`config.mk`:
```
export PLATFORM = sky130hd
export DESIGN_NAME = if_fetch_mo
export DESIGN_NICKNAME = d
export VERILOG_FILES = /design/src/rtl/if_pkg.sv /design/src/rtl/if_sync_fifo.sv /design/src/rtl/if_fetch_mo.sv
export SDC_FILE = /design/constraint.sdc
export NUM_CORES = 1
export LEC_CHECK = 0
export ABC_CLOCK_PERIOD_IN_PS = 4600
export CAP_MARGIN = 10
export CORE_ASPECT_RATIO = 0.8
export CORE_MARGIN = 1.5
export CORE_UTILIZATION = 40
export CTS_BUF_LIST = sky130_fd_sc_hd__clkbuf_16
export DETAILED_ROUTE_END_ITERATION = 10
export HOLD_SLACK_MARGIN = 0.06
export PLACE_DENSITY_LB_ADDON = 0.15
export REMOVE_ABC_BUFFERS = 1
export SETUP_SLACK_MARGIN = 0.05
export SLEW_MARGIN = 5
export SYNTH_ARGS = -nofsm -noshare
export SYNTH_HDL_FRONTEND = slang
export SYNTH_HIERARCHICAL = 1
export SYNTH_SLANG_ARGS = --single-unit
```
`constraint.sdc`:
```
create_clock -name clk -period 4.6 [get_ports clk]
set_input_delay 0.92 -clock clk [delete_from_list [all_inputs] [get_ports clk]]
set_output_delay 0.92 -clock clk [all_outputs]
set_load 0.05 [all_outputs]
```
`src/rtl/if_pkg.sv`:
```
// Shared definitions for the instruction-fetch front end: reset PC default,
// inst_sram size encoding and the instruction-buffer entry layout.
package if_pkg;

    localparam logic [31:0] RESET_PC_DEFAULT = 32'h1c00_0000;
    localparam logic [1:0]  SIZE_WORD        = 2'b10;

    typedef struct packed {
        logic [31:0] pc;
        logic [31:0] inst;
        logic        adef;
    } buf_entry_t;

endpackage

```
`src/rtl/if_sync_fifo.sv`:
```
// Small synchronous FIFO with occupancy count and a synchronous clear.
// Push while full is accepted only when a pop happens in the same cycle.
// The head entry is presented combinationally on o_headData.
module if_sync_fifo #(
    parameter int WIDTH = 32,
    parameter int DEPTH = 4
) (
    input  logic                       clk,
    input  logic                       reset,
    input  logic                       i_clear,
    input  logic                       i_push,
    input  logic [WIDTH-1:0]           i_pushData,
    input  logic                       i_pop,
    output logic [WIDTH-1:0]           o_headData,
    output logic [$clog2(DEPTH+1)-1:0] o_count
);

    localparam int PTR_W = (DEPTH > 1) ? $clog2(DEPTH) : 1;
    localparam int CNT_W = $clog2(DEPTH + 1);

    logic [WIDTH-1:0] r_mem [DEPTH];
    logic [PTR_W-1:0] r_wrPtr;
    logic [PTR_W-1:0] r_rdPtr;
    logic [CNT_W-1:0] r_count;
    logic             w_empty;
    logic             w_full;
    logic             w_doPush;
    logic             w_doPop;

    function automatic logic [PTR_W-1:0] nextPtr(input logic [PTR_W-1:0] p);
        return (p == PTR_W'(DEPTH - 1)) ? '0 : p + 1'b1;
    endfunction

    assign w_empty    = (r_count == '0);
    assign w_full     = (r_count == CNT_W'(DEPTH));
    assign w_doPop    = i_pop & ~w_empty & ~i_clear;
    assign w_doPush   = i_push & (~w_full | w_doPop) & ~i_clear;
    assign o_headData = r_mem[r_rdPtr];
    assign o_count    = r_count;

    // Storage array: written at the tail pointer, no reset needed.
    always_ff @(posedge clk) begin
        if (w_doPush) begin
            r_mem[r_wrPtr] <= i_pushData;
        end
    end

    // Pointer and occupancy bookkeeping; clear empties the FIFO in one cycle.
    always_ff @(posedge clk) begin
        if (reset || i_clear) begin
            r_wrPtr <= '0;
            r_rdPtr <= '0;
            r_count <= '0;
        end else begin
            if (w_doPush) r_wrPtr <= nextPtr(r_wrPtr);
            if (w_doPop)  r_rdPtr <= nextPtr(r_rdPtr);
            if (w_doPush && !w_doPop) begin
                r_count <= r_count + 1'b1;
            end else if (!w_doPush && w_doPop) begin
                r_count <= r_count - 1'b1;
            end
        end
    end

endmodule

```
`src/rtl/if_fetch_mo.sv`:
```
// Multi-outstanding instruction-fetch front end. Keeps several inst_sram
// requests in flight, remembers their PCs in a pending FIFO and queues the
// returned instructions in a buffer feeding ID. Redirects turn every request
// still in flight into a "discard" credit so stale responses are dropped.
// Optional build macro: IF_BYPASS_EN -- when the buffer is empty a live
// response drives the ID outputs in the same cycle it arrives.
module if_fetch_mo
    import if_pkg::*;
#(
    parameter int          MAX_OUTSTANDING = 2,
    parameter int          BUF_DEPTH       = 4,
    parameter logic [31:0] RESET_PC        = RESET_PC_DEFAULT
) (
    input  logic        clk,
    input  logic        reset,
    input  logic        br_valid,
    input  logic [31:0] br_target,
    input  logic        flush,
    input  logic [31:0] flush_target,
    input  logic        id_allowin,
    output logic        if_to_id_valid,
    output logic [31:0] if_pc,
    output logic [31:0] if_inst,
    output logic        if_adef,
    output logic        inst_sram_req,
    output logic        inst_sram_wr,
    output logic [1:0]  inst_sram_size,
    output logic [3:0]  inst_sram_wstrb,
    output logic [31:0] inst_sram_addr,
    output logic [31:0] inst_sram_wdata,
    input  logic        inst_sram_addr_ok,
    input  logic        inst_sram_data_ok,
    input  logic [31:0] inst_sram_rdata
);

    localparam int PEND_CW = $clog2(MAX_OUTSTANDING + 1);
    localparam int BUF_CW  = $clog2(BUF_DEPTH + 1);

    logic [31:0]        r_pcNext;
    logic               r_stop;
    logic [PEND_CW-1:0] r_discardCnt;

    logic               w_redirect;
    logic [31:0]        w_target;
    logic               w_aligned;
    logic [PEND_CW-1:0] w_pendCnt;
    logic [BUF_CW-1:0]  w_bufCnt;
    logic [31:0]        w_pendHead;
    logic [31:0]        w_inflight;
    logic [31:0]        w_credit;
    logic [31:0]        w_discardSum;
    logic               w_issue;
    logic               w_respLive;
    logic               w_respDrop;
    logic               w_adefPush;
    logic               w_bufEmpty;
    logic               w_bufFull;
    logic               w_bufPush;
    logic               w_bufPop;
    logic               w_bypass;
    logic               w_headValid;
    buf_entry_t         w_respEntry;
    buf_entry_t         w_adefEntry;
    buf_entry_t         w_bufPushData;
    buf_entry_t         w_bufHead;
    buf_entry_t         w_headEntry;

    assign w_redirect = flush | br_valid;
    assign w_target   = flush ? flush_target : br_target;
    assign w_aligned  = (r_pcNext[1:0] == 2'b00);

    assign w_inflight = 32'(w_pendCnt) + 32'(r_discardCnt);
    assign w_credit   = 32'(w_pendCnt) + 32'(w_bufCnt);
    assign w_bufEmpty = (w_bufCnt == '0);
    assign w_bufFull  = (w_bufCnt == BUF_CW'(BUF_DEPTH));

    assign inst_sram_req = ~reset & ~r_stop & ~w_redirect & w_aligned
                         & (w_inflight < 32'(MAX_OUTSTANDING))
                         & (w_credit < 32'(BUF_DEPTH));
    assign inst_sram_addr  = r_pcNext;
    assign inst_sram_wr    = 1'b0;
    assign inst_sram_size  = SIZE_WORD;
    assign inst_sram_wstrb = 4'b0000;
    assign inst_sram_wdata = 32'h0;

    assign w_issue    = inst_sram_req & inst_sram_addr_ok;
    assign w_respLive = inst_sram_data_ok & (r_discardCnt == '0) & ~w_redirect;
    assign w_respDrop = inst_sram_data_ok & (r_discardCnt != '0);

    // A misaligned fetch waits for older live requests to drain so the
    // exception entry lands behind them in program order.
    assign w_adefPush = ~w_redirect & ~r_stop & ~w_aligned
                      & (w_pendCnt == '0) & ~w_bufFull;

    // A data_ok in the redirect cycle consumes one in-flight slot whether it
    // was live or already stale, so it is removed from the discard total.
    assign w_discardSum = w_inflight - {31'b0, inst_sram_data_ok};

    assign w_respEntry = '{pc: w_pendHead, inst: inst_sram_rdata, adef: 1'b0};
    assign w_adefEntry = '{pc: r_pcNext, inst: 32'h0, adef: 1'b1};

`ifdef IF_BYPASS_EN
    assign w_bypass = w_bufEmpty & w_respLive;
`else
    assign w_bypass = 1'b0;
`endif

    assign w_bufPushData = w_adefPush ? w_adefEntry : w_respEntry;
    assign w_bufPush     = w_adefPush | (w_respLive & ~(w_bypass & id_allowin));
    assign w_bufPop      = ~w_bufEmpty & id_allowin;
    assign w_headEntry   = w_bypass ? w_respEntry : w_bufHead;
    assign w_headValid   = ~w_bufEmpty | w_bypass;

    assign if_to_id_valid = w_headValid;
    assign if_pc          = w_headValid ? w_headEntry.pc   : 32'h0;
    assign if_inst        = w_headValid ? w_headEntry.inst : 32'h0;
    assign if_adef        = w_headValid & w_headEntry.adef;

    // Fetch PC, stop flag and stale-response credit tracking.
    always_ff @(posedge clk) begin
        if (reset) begin
            r_pcNext     <= RESET_PC;
            r_stop       <= 1'b0;
            r_discardCnt <= '0;
        end else if (w_redirect) begin
            r_pcNext     <= w_target;
            r_stop       <= 1'b0;
            r_discardCnt <= PEND_CW'(w_discardSum);
        end else begin
            if (w_issue)    r_pcNext     <= r_pcNext + 32'd4;
            if (w_adefPush) r_stop       <= 1'b1;
            if (w_respDrop) r_discardCnt <= r_discardCnt - 1'b1;
        end
    end

    if_sync_fifo #(
        .WIDTH (32),
        .DEPTH (MAX_OUTSTANDING)
    ) u_pendFifo (
        .clk        (clk),
        .reset      (reset),
        .i_clear    (w_redirect),
        .i_push     (w_issue),
        .i_pushData (r_pcNext),
        .i_pop      (w_respLive),
        .o_headData (w_pendHead),
        .o_count    (w_pendCnt)
    );

    if_sync_fifo #(
        .WIDTH ($bits(buf_entry_t)),
        .DEPTH (BUF_DEPTH)
    ) u_instBuf (
        .clk        (clk),
        .reset      (reset),
        .i_clear    (w_redirect),
        .i_push     (w_bufPush),
        .i_pushData (w_bufPushData),
        .i_pop      (w_bufPop),
        .o_headData (w_bufHead),
        .o_count    (w_bufCnt)
    );

endmodule

```
# [Word-level counts from Yosys, hierarchy flattened]
# Memory sizes are Yosys's and may differ from the RTL's. A register that Yosys moved wholly into a read port is not among the register bits.
# Index checks and enable logic that the tools add are counted.
[word_totals] ramBits=324 reg_bits=46 inputBits=103 elab_cells=108 n_memories=2
[mem_list] memory="u_instBuf.r_mem" words=4 width=65 rd=1 rd_clocked_by_memory_dff=1 write_ports=1 line="if_sync_fifo.sv:21" text="logic [WIDTH-1:0] r_mem [DEPTH];"
[mem_list] memory="u_pendFifo.r_mem" words=2 width=32 rd=1 rd_clocked_by_memory_dff=1 write_ports=1 line="if_sync_fifo.sv:21"
[classes] mux=24 n_reduce_logical=19 addsub=13 n_eq_ne=4 n_lt_le_gt_ge=2 bitwise=35
[ops] operator="two-way mux 32 bit" count=5
[ops] operator="two-way mux 65 bit" count=1
[ops] operator="adder 32 x 3 -> 32 bit (second input constant)" count=1
[ops] operator="AND 1 bit" count=23
[ops] operator="two-way mux 2 bit" count=8
[ops] operator="nonzero test 2 bit" count=5
[ops] operator="two-way mux 1 bit" count=8
[ops] operator="NOT 1 bit" count=8
[ops] operator="adder 2 x 1 -> 2 bit (second input constant)" count=3
[ops] operator="equality test 2 bit (second input constant)" count=3
[ops] operator="logical NOT 2 bit" count=3
[ops] operator="two-way mux 3 bit" count=2
[ops] operator="adder 2 x 3 -> 4 bit" count=1
[ops] operator="logical AND 1 bit" count=4
[ops] operator="logical NOT 1 bit" count=4
[ops] operator="less-than comparator 4 x 3 -> 1 bit (second input constant)" count=1
[ops] operator="OR 1 bit" count=4
[ops] operator="subtractor 2 x 1 -> 2 bit (second input constant)" count=2
[ops] operator="adder 2 x 2 -> 3 bit" count=1
[ops] operator="adder 3 x 1 -> 3 bit (second input constant)" count=1
[ops] operator="equality test 3 bit (second input constant)" count=1
[ops] operator="logical NOT 3 bit" count=1
[ops] operator="less-than comparator 3 x 2 -> 1 bit (second input constant)" count=1
[ops] operator="subtractor 3 x 1 -> 3 bit (second input constant)" count=1
[ops] operator="other kinds (4)" count=5

# [Depth between registers and ports, before layout]
[depth] depth_word=13 mapped_depth=17 ltp_nobuf=13

# [Modules after synthesis]
# Netlist, hierarchy kept.
[modules_own_cells] mod="if_sync_fifo at u_instBuf" n_inst=1 cells_per_inst=390 area_per_inst_um2=9825.7
[modules_own_cells] mod="if_fetch_mo" n_inst=1 cells_per_inst=539 area_per_inst_um2=3962.6
[modules_own_cells] mod="if_sync_fifo at u_pendFifo" n_inst=1 cells_per_inst=127 area_per_inst_um2=2544.9

# [Least setup slack after synthesis]
# Ideal clock, no wire load.
[synth_path] path_type="input -> register" startpoint="in flush" endpoint="mem u_instBuf/r_mem[1][0] (netlist bit), enable pin" path_buffers=4 stages=12 setup_time_ns=0.430 required_time_ns=4.170 setup_slack_ns=-0.082 arrival_time_ns=4.252 cell_sequence="buf_2 > nor2_4 > inv_2 > or4_4 > a21oi_4 > o21a_2 > buf_6 > buf_4 > or2_2 > and3_1 > buf_6 > and2_1"
[synth_between] elab_chain_cells=11 elab_cells_between_ends=14 classes_between="mux: 2; bitwise: 12"
[synth_lines] element="start, declared" line="if_fetch_mo.sv:18" text="input logic flush,"
[synth_lines] element="OR 1 bit" line="if_fetch_mo.sv:68" text="assign w_redirect = flush | br_valid;"
[synth_lines] element="NOT 1 bit" line="if_fetch_mo.sv:92" text="assign w_adefPush = ~w_redirect & ~r_stop & ~w_aligned"
[synth_lines] element="AND 1 bit (2 in series)" line="if_fetch_mo.sv:92"
[synth_lines] element="AND 1 bit (2 in series)" line="if_fetch_mo.sv:93" text="& (w_pendCnt == '0) & ~w_bufFull;"
[synth_lines] element="named net w_adefPush" line="if_fetch_mo.sv:55" text="logic w_adefPush;"
[synth_lines] element="OR 1 bit" line="if_fetch_mo.sv:109" text="assign w_bufPush = w_adefPush | (w_respLive & ~(w_bypass & id_allowin));"
[synth_lines] element="named net w_bufPush" line="if_fetch_mo.sv:58" text="logic w_bufPush;"
[synth_lines] element="AND 1 bit (2 in series)" line="if_sync_fifo.sv:37" text="assign w_doPush = i_push & (~w_full | w_doPop) & ~i_clear;"
[synth_lines] element="named net u_instBuf.w_doPush" line="if_sync_fifo.sv:27" text="logic w_doPush;"
[synth_lines] element="two-way mux 1 bit" line="if_sync_fifo.sv:43" text="if (w_doPush) begin"
[synth_lines] element="two-way mux 1 bit (implied by the code)" line="if_sync_fifo.sv:44" text="r_mem[r_wrPtr] <= i_pushData;"
[synth_lines] element="end, declared" line="if_sync_fifo.sv:21"
# The timed path passes the listed nets, and every way through them passes these cells.

# [Final worst setup path]
[layout_path] startpoint="reg u_instBuf.r_count[2] (netlist: u_instBuf/o_count[2])" endpoint="out if_pc[1]"
[layout_between] elab_chain_cells=2
[layout_lines] element="start, declared" line="if_sync_fifo.sv:24" text="logic [CNT_W-1:0] r_count;"
[layout_lines] element="start signal, assigned" line="if_sync_fifo.sv:58" text="r_count <= r_count + 1'b1;"
[layout_lines] element="start signal, assigned" line="if_sync_fifo.sv:60" text="r_count <= r_count - 1'b1;"
[layout_lines] element="logical NOT 3 bit" line="if_fetch_mo.sv:74" text="assign w_bufEmpty = (w_bufCnt == '0);"
[layout_lines] element="two-way mux 32 bit" line="if_fetch_mo.sv:115" text="assign if_pc = w_headValid ? w_headEntry.pc : 32'h0;"
[layout_lines] element="end, declared" line="if_fetch_mo.sv:22" text="output logic [31:0] if_pc,"
# Every way passes these cells.

==> impl_metrics.py <==
metrics = {
    "clocking": {
        "htree_levels": 2,
        "post_cts_buffers": 0,
        "worstSkewPairLatency_ns": 0.55,
        "cts-resized-gates": 0,
        "cts.sinks": 373,
        "cts.hold.buffers_added": 0,
        "clkTransAtPathRegs_ns": 0.05,
        "cts.path.max_buffers": 3,
        "cts_tree": "yes",
        "cts-root-buf": "clkbuf_16",
        "cts_buffers": 40,
    },
    "setup_path": {
        "crit_chain": "or3_2 > buf_4 > and2_1 > clkdlybuf4s50_1",
        "path_max_fanout": 42,
        "crit_slowest_cell": "clkdlybuf4s50_1",
        "startpoint_type": "register",
        "cp.arrival_ns": 3.23,
        "critical-path-max-stage-delay_ns": 0.82,
        "worstSetupPathType": "reg -> out",
        "cp.required_ns": 3.68,
        "cp-end-kind": "output pin",
    },
    "timing": {
        "fmax_mhz": 241,
        "fin_crit_sh_pct": 90.3,
        "hold_viol_final": 0,
        "layout_min_cycle_time_ns": 4.15,
        "slew-limit-headroom_pct": 28.6,
        "worstMarginPinSlew_ns": 1.07,
        "fin_skew_ns": 0.0248,
        "rsz0062_at_grt": "false",
        "finalSetupViolCount": 0,
        "final_max_slew_viol_count": 0,
    },
    "route": {
        "first_iter_violations": 606,
        "ant_nets": 0,
        "drt_first_pass_iters": 6,
        "routed_wl_um": 40100,
        "vias": 9602,
        "vias_per_cell": 5.21,
        "route.detailed.drc": 0,
        "wl_per_cell_um": 21.7,
    },
    "finish": {
        "nFillCells": 3476,
        "regArea_um2": 10700,
        "multi_input_area_um2": 5120,
        "syn2layout_area_growth_pct": 23.6,
        "drive_gt1_share_pct": 17.1,
        "final_cell_area_um2": 20200,
        "nets": 1386,
        "fin_util_pct": 49.9,
        "diodes": 0,
    },
    "place": {
        "numPortBuffers": 201,
        "dpl_cell_area_um2": 18900,
        "hpwlAfterDp_um": 25300,
        "gp_congestion": 0.807,
    },
    "min_path": {
        "hp-class": "reg -> reg",
    },
    "grt": {
        "grt_pass1_wl_um": 60000,
        "antenna_found_initial": 0,
        "track_usage_pct": 19.1,
        "grt_max_degree": 68,
        "grt_pass1_vias": 9619,
        "grt-ovfl-total": 0,
    },
    "outcome": {
        "status": "finished, final reports clean",
    },
    "logic_synthesis": {
        "synth_top_area_share_pct": 59.6,
        "yosys.cell_types.count": 72,
        "synth_area_um2": 16300,
        "synth_area_leaders": "edfxtp_1, mux4_2, dfxtp_1",
        "yosysWarnings": 6,
        "synthesis.instances": 1056,
        "synth_seq_cells": 373,
        "ys_seq_area_share_pct": 65.6,
        "yosysMostFrequentCell": "edfxtp_1",
        "synthArstFlopShare_pct": 0,
        "synth_top_area_cell": "edfxtp_1",
        "ys.flop_type": "edfxtp_1",
        "synth-edff-count": 324,
        "synth.avg_cell_area_um2": 15.5,
        "synthTopCellsByCount": "edfxtp_1, and2_1, mux4_2",
    },
    "run": {
        "maxCapViolations": 0,
    },
    "power": {
        "power_density_nw_per_um2": 369,
        "ir_worst_vdd_mv": 0.320,
        "p_leak_nw": 6.69,
    },
    "die": {
        "fp.dieH_um": 184,
        "core_area_um2": 40500,
        "die_area_um2": 42100,
        "start_util_pct": 40.4,
        "die_w_um": 229,
        "pin_count": 241,
        "rows": 66,
    },
}
[through the flow]
| stage | power [mW] | std cells | setup TNS (ns) | setup slack (ns) | hold slack (ns) |
|---|---|---|---|---|---|
| 2_1_floorplan | 4.13 | 996 | -179.09 | -0.678 | 0.452 |
| 3_3_place_gp | 4.37 | 1771 | 0 | 0.876 | 0.471 |
| 3_5_place_dp | 4.38 | 1771 | 0 | 0.817 | 0.473 |
| 4_1_cts | 7.54 | 1843 | 0 | 0.317 | 0.485 |
| 5_1_grt | 7.71 | 1843 | 0 | 0.207 | 0.529 |
| 6_report | 7.46 | 1843 | 0 | 0.447 | 0.484 |
[flip-flops by register name, summed over array words and instances (netlist names), named ones only]
register and flops:
u_instBuf/r_rdPtr 2, u_pendFifo/r_wrPtr 1, u_instBuf/o_count 3, inst_sram_addr 32, u_instBuf/r_mem 260, u_pendFifo/r_mem 64, u_pendFifo/r_rdPtr 1, r_stop 1
r_discardCnt 2, u_pendFifo/o_count 2, u_instBuf/r_wrPtr 2
[layout by cell type (no fill, tap or decap), types with 39 or more instances in the layout]
| master | n |
|---|---|
| nand2_1 | 41 |
| mux4_2 | 65 |
| nor2b_1 | 39 |
| clkdlybuf4s50_1 | 198 |
| dfxtp_1 | 47 |
| edfxtp_1 | 324 |
| a21oi_1 | 43 |
| conb_1 | 39 |
| clkbuf_16 | 42 |
| mux2_2 | 47 |
| and2_1 | 68 |
[cells by family after synthesis]
kind of cell    after synthesis  share of synthesized area, %
compound gates              113                          4.55
xor+xnor                     18                         0.965
fa+ha+maj                    14                          1.16
buf+inv                     119                          4.09
flops                       373                          65.6
mux                         141                          14.1
other cells                   2                        0.0460
simple gates                276                          9.50
[final cells by class]
type                    instances  share of cell area (%)
clock inverters                30                    1.21
inverters                      22                   0.409
flip-flops and latches        373                    53.1
well taps                     544                    3.37
clock buffers                  42                    5.20
multi-input cells             601                    25.4
repair buffers                231                    11.4
[power breakdown]
group          switching, mW  internal [mW]
clock network           1.28           1.87
logic                  0.335          0.206
registers             0.0557           3.71
[worst max-delay path, delay by kind of cell, from the launching register on]
kind,cells,cell delay (ns)
flops,1,0.48
buf+inv,2,1.22
simple gates,2,0.99
[per-layer routing]
metal,vias to the layer above,routed length (µm),GRT usage [%]
li1,4385,-,-
met1,4920,18900,27.2
met2,246,18500,30.2
met3,51,2020,3.66
met4,0,679,4.58
met5,-,0,0
[worst paths after layout]
kind                                                         from                                 to  slack, ns  cells past startpoint
worst min register to register  u_instBuf/r_rdPtr[1]$_SDFFE_PP0N_                           register       0.48                      2
worst min-delay path            u_instBuf/r_rdPtr[1]$_SDFFE_PP0N_                           register       0.48                      2
worst max register to register  u_instBuf/o_count[2]$_SDFFE_PP0P_  u_instBuf/o_count[2]$_SDFFE_PP0P_       1.04                     10
worst max-delay path            u_instBuf/o_count[2]$_SDFFE_PP0P_                           if_pc[1]       0.45                      4
No activity file was read; power rests on OpenSTA's default activity.
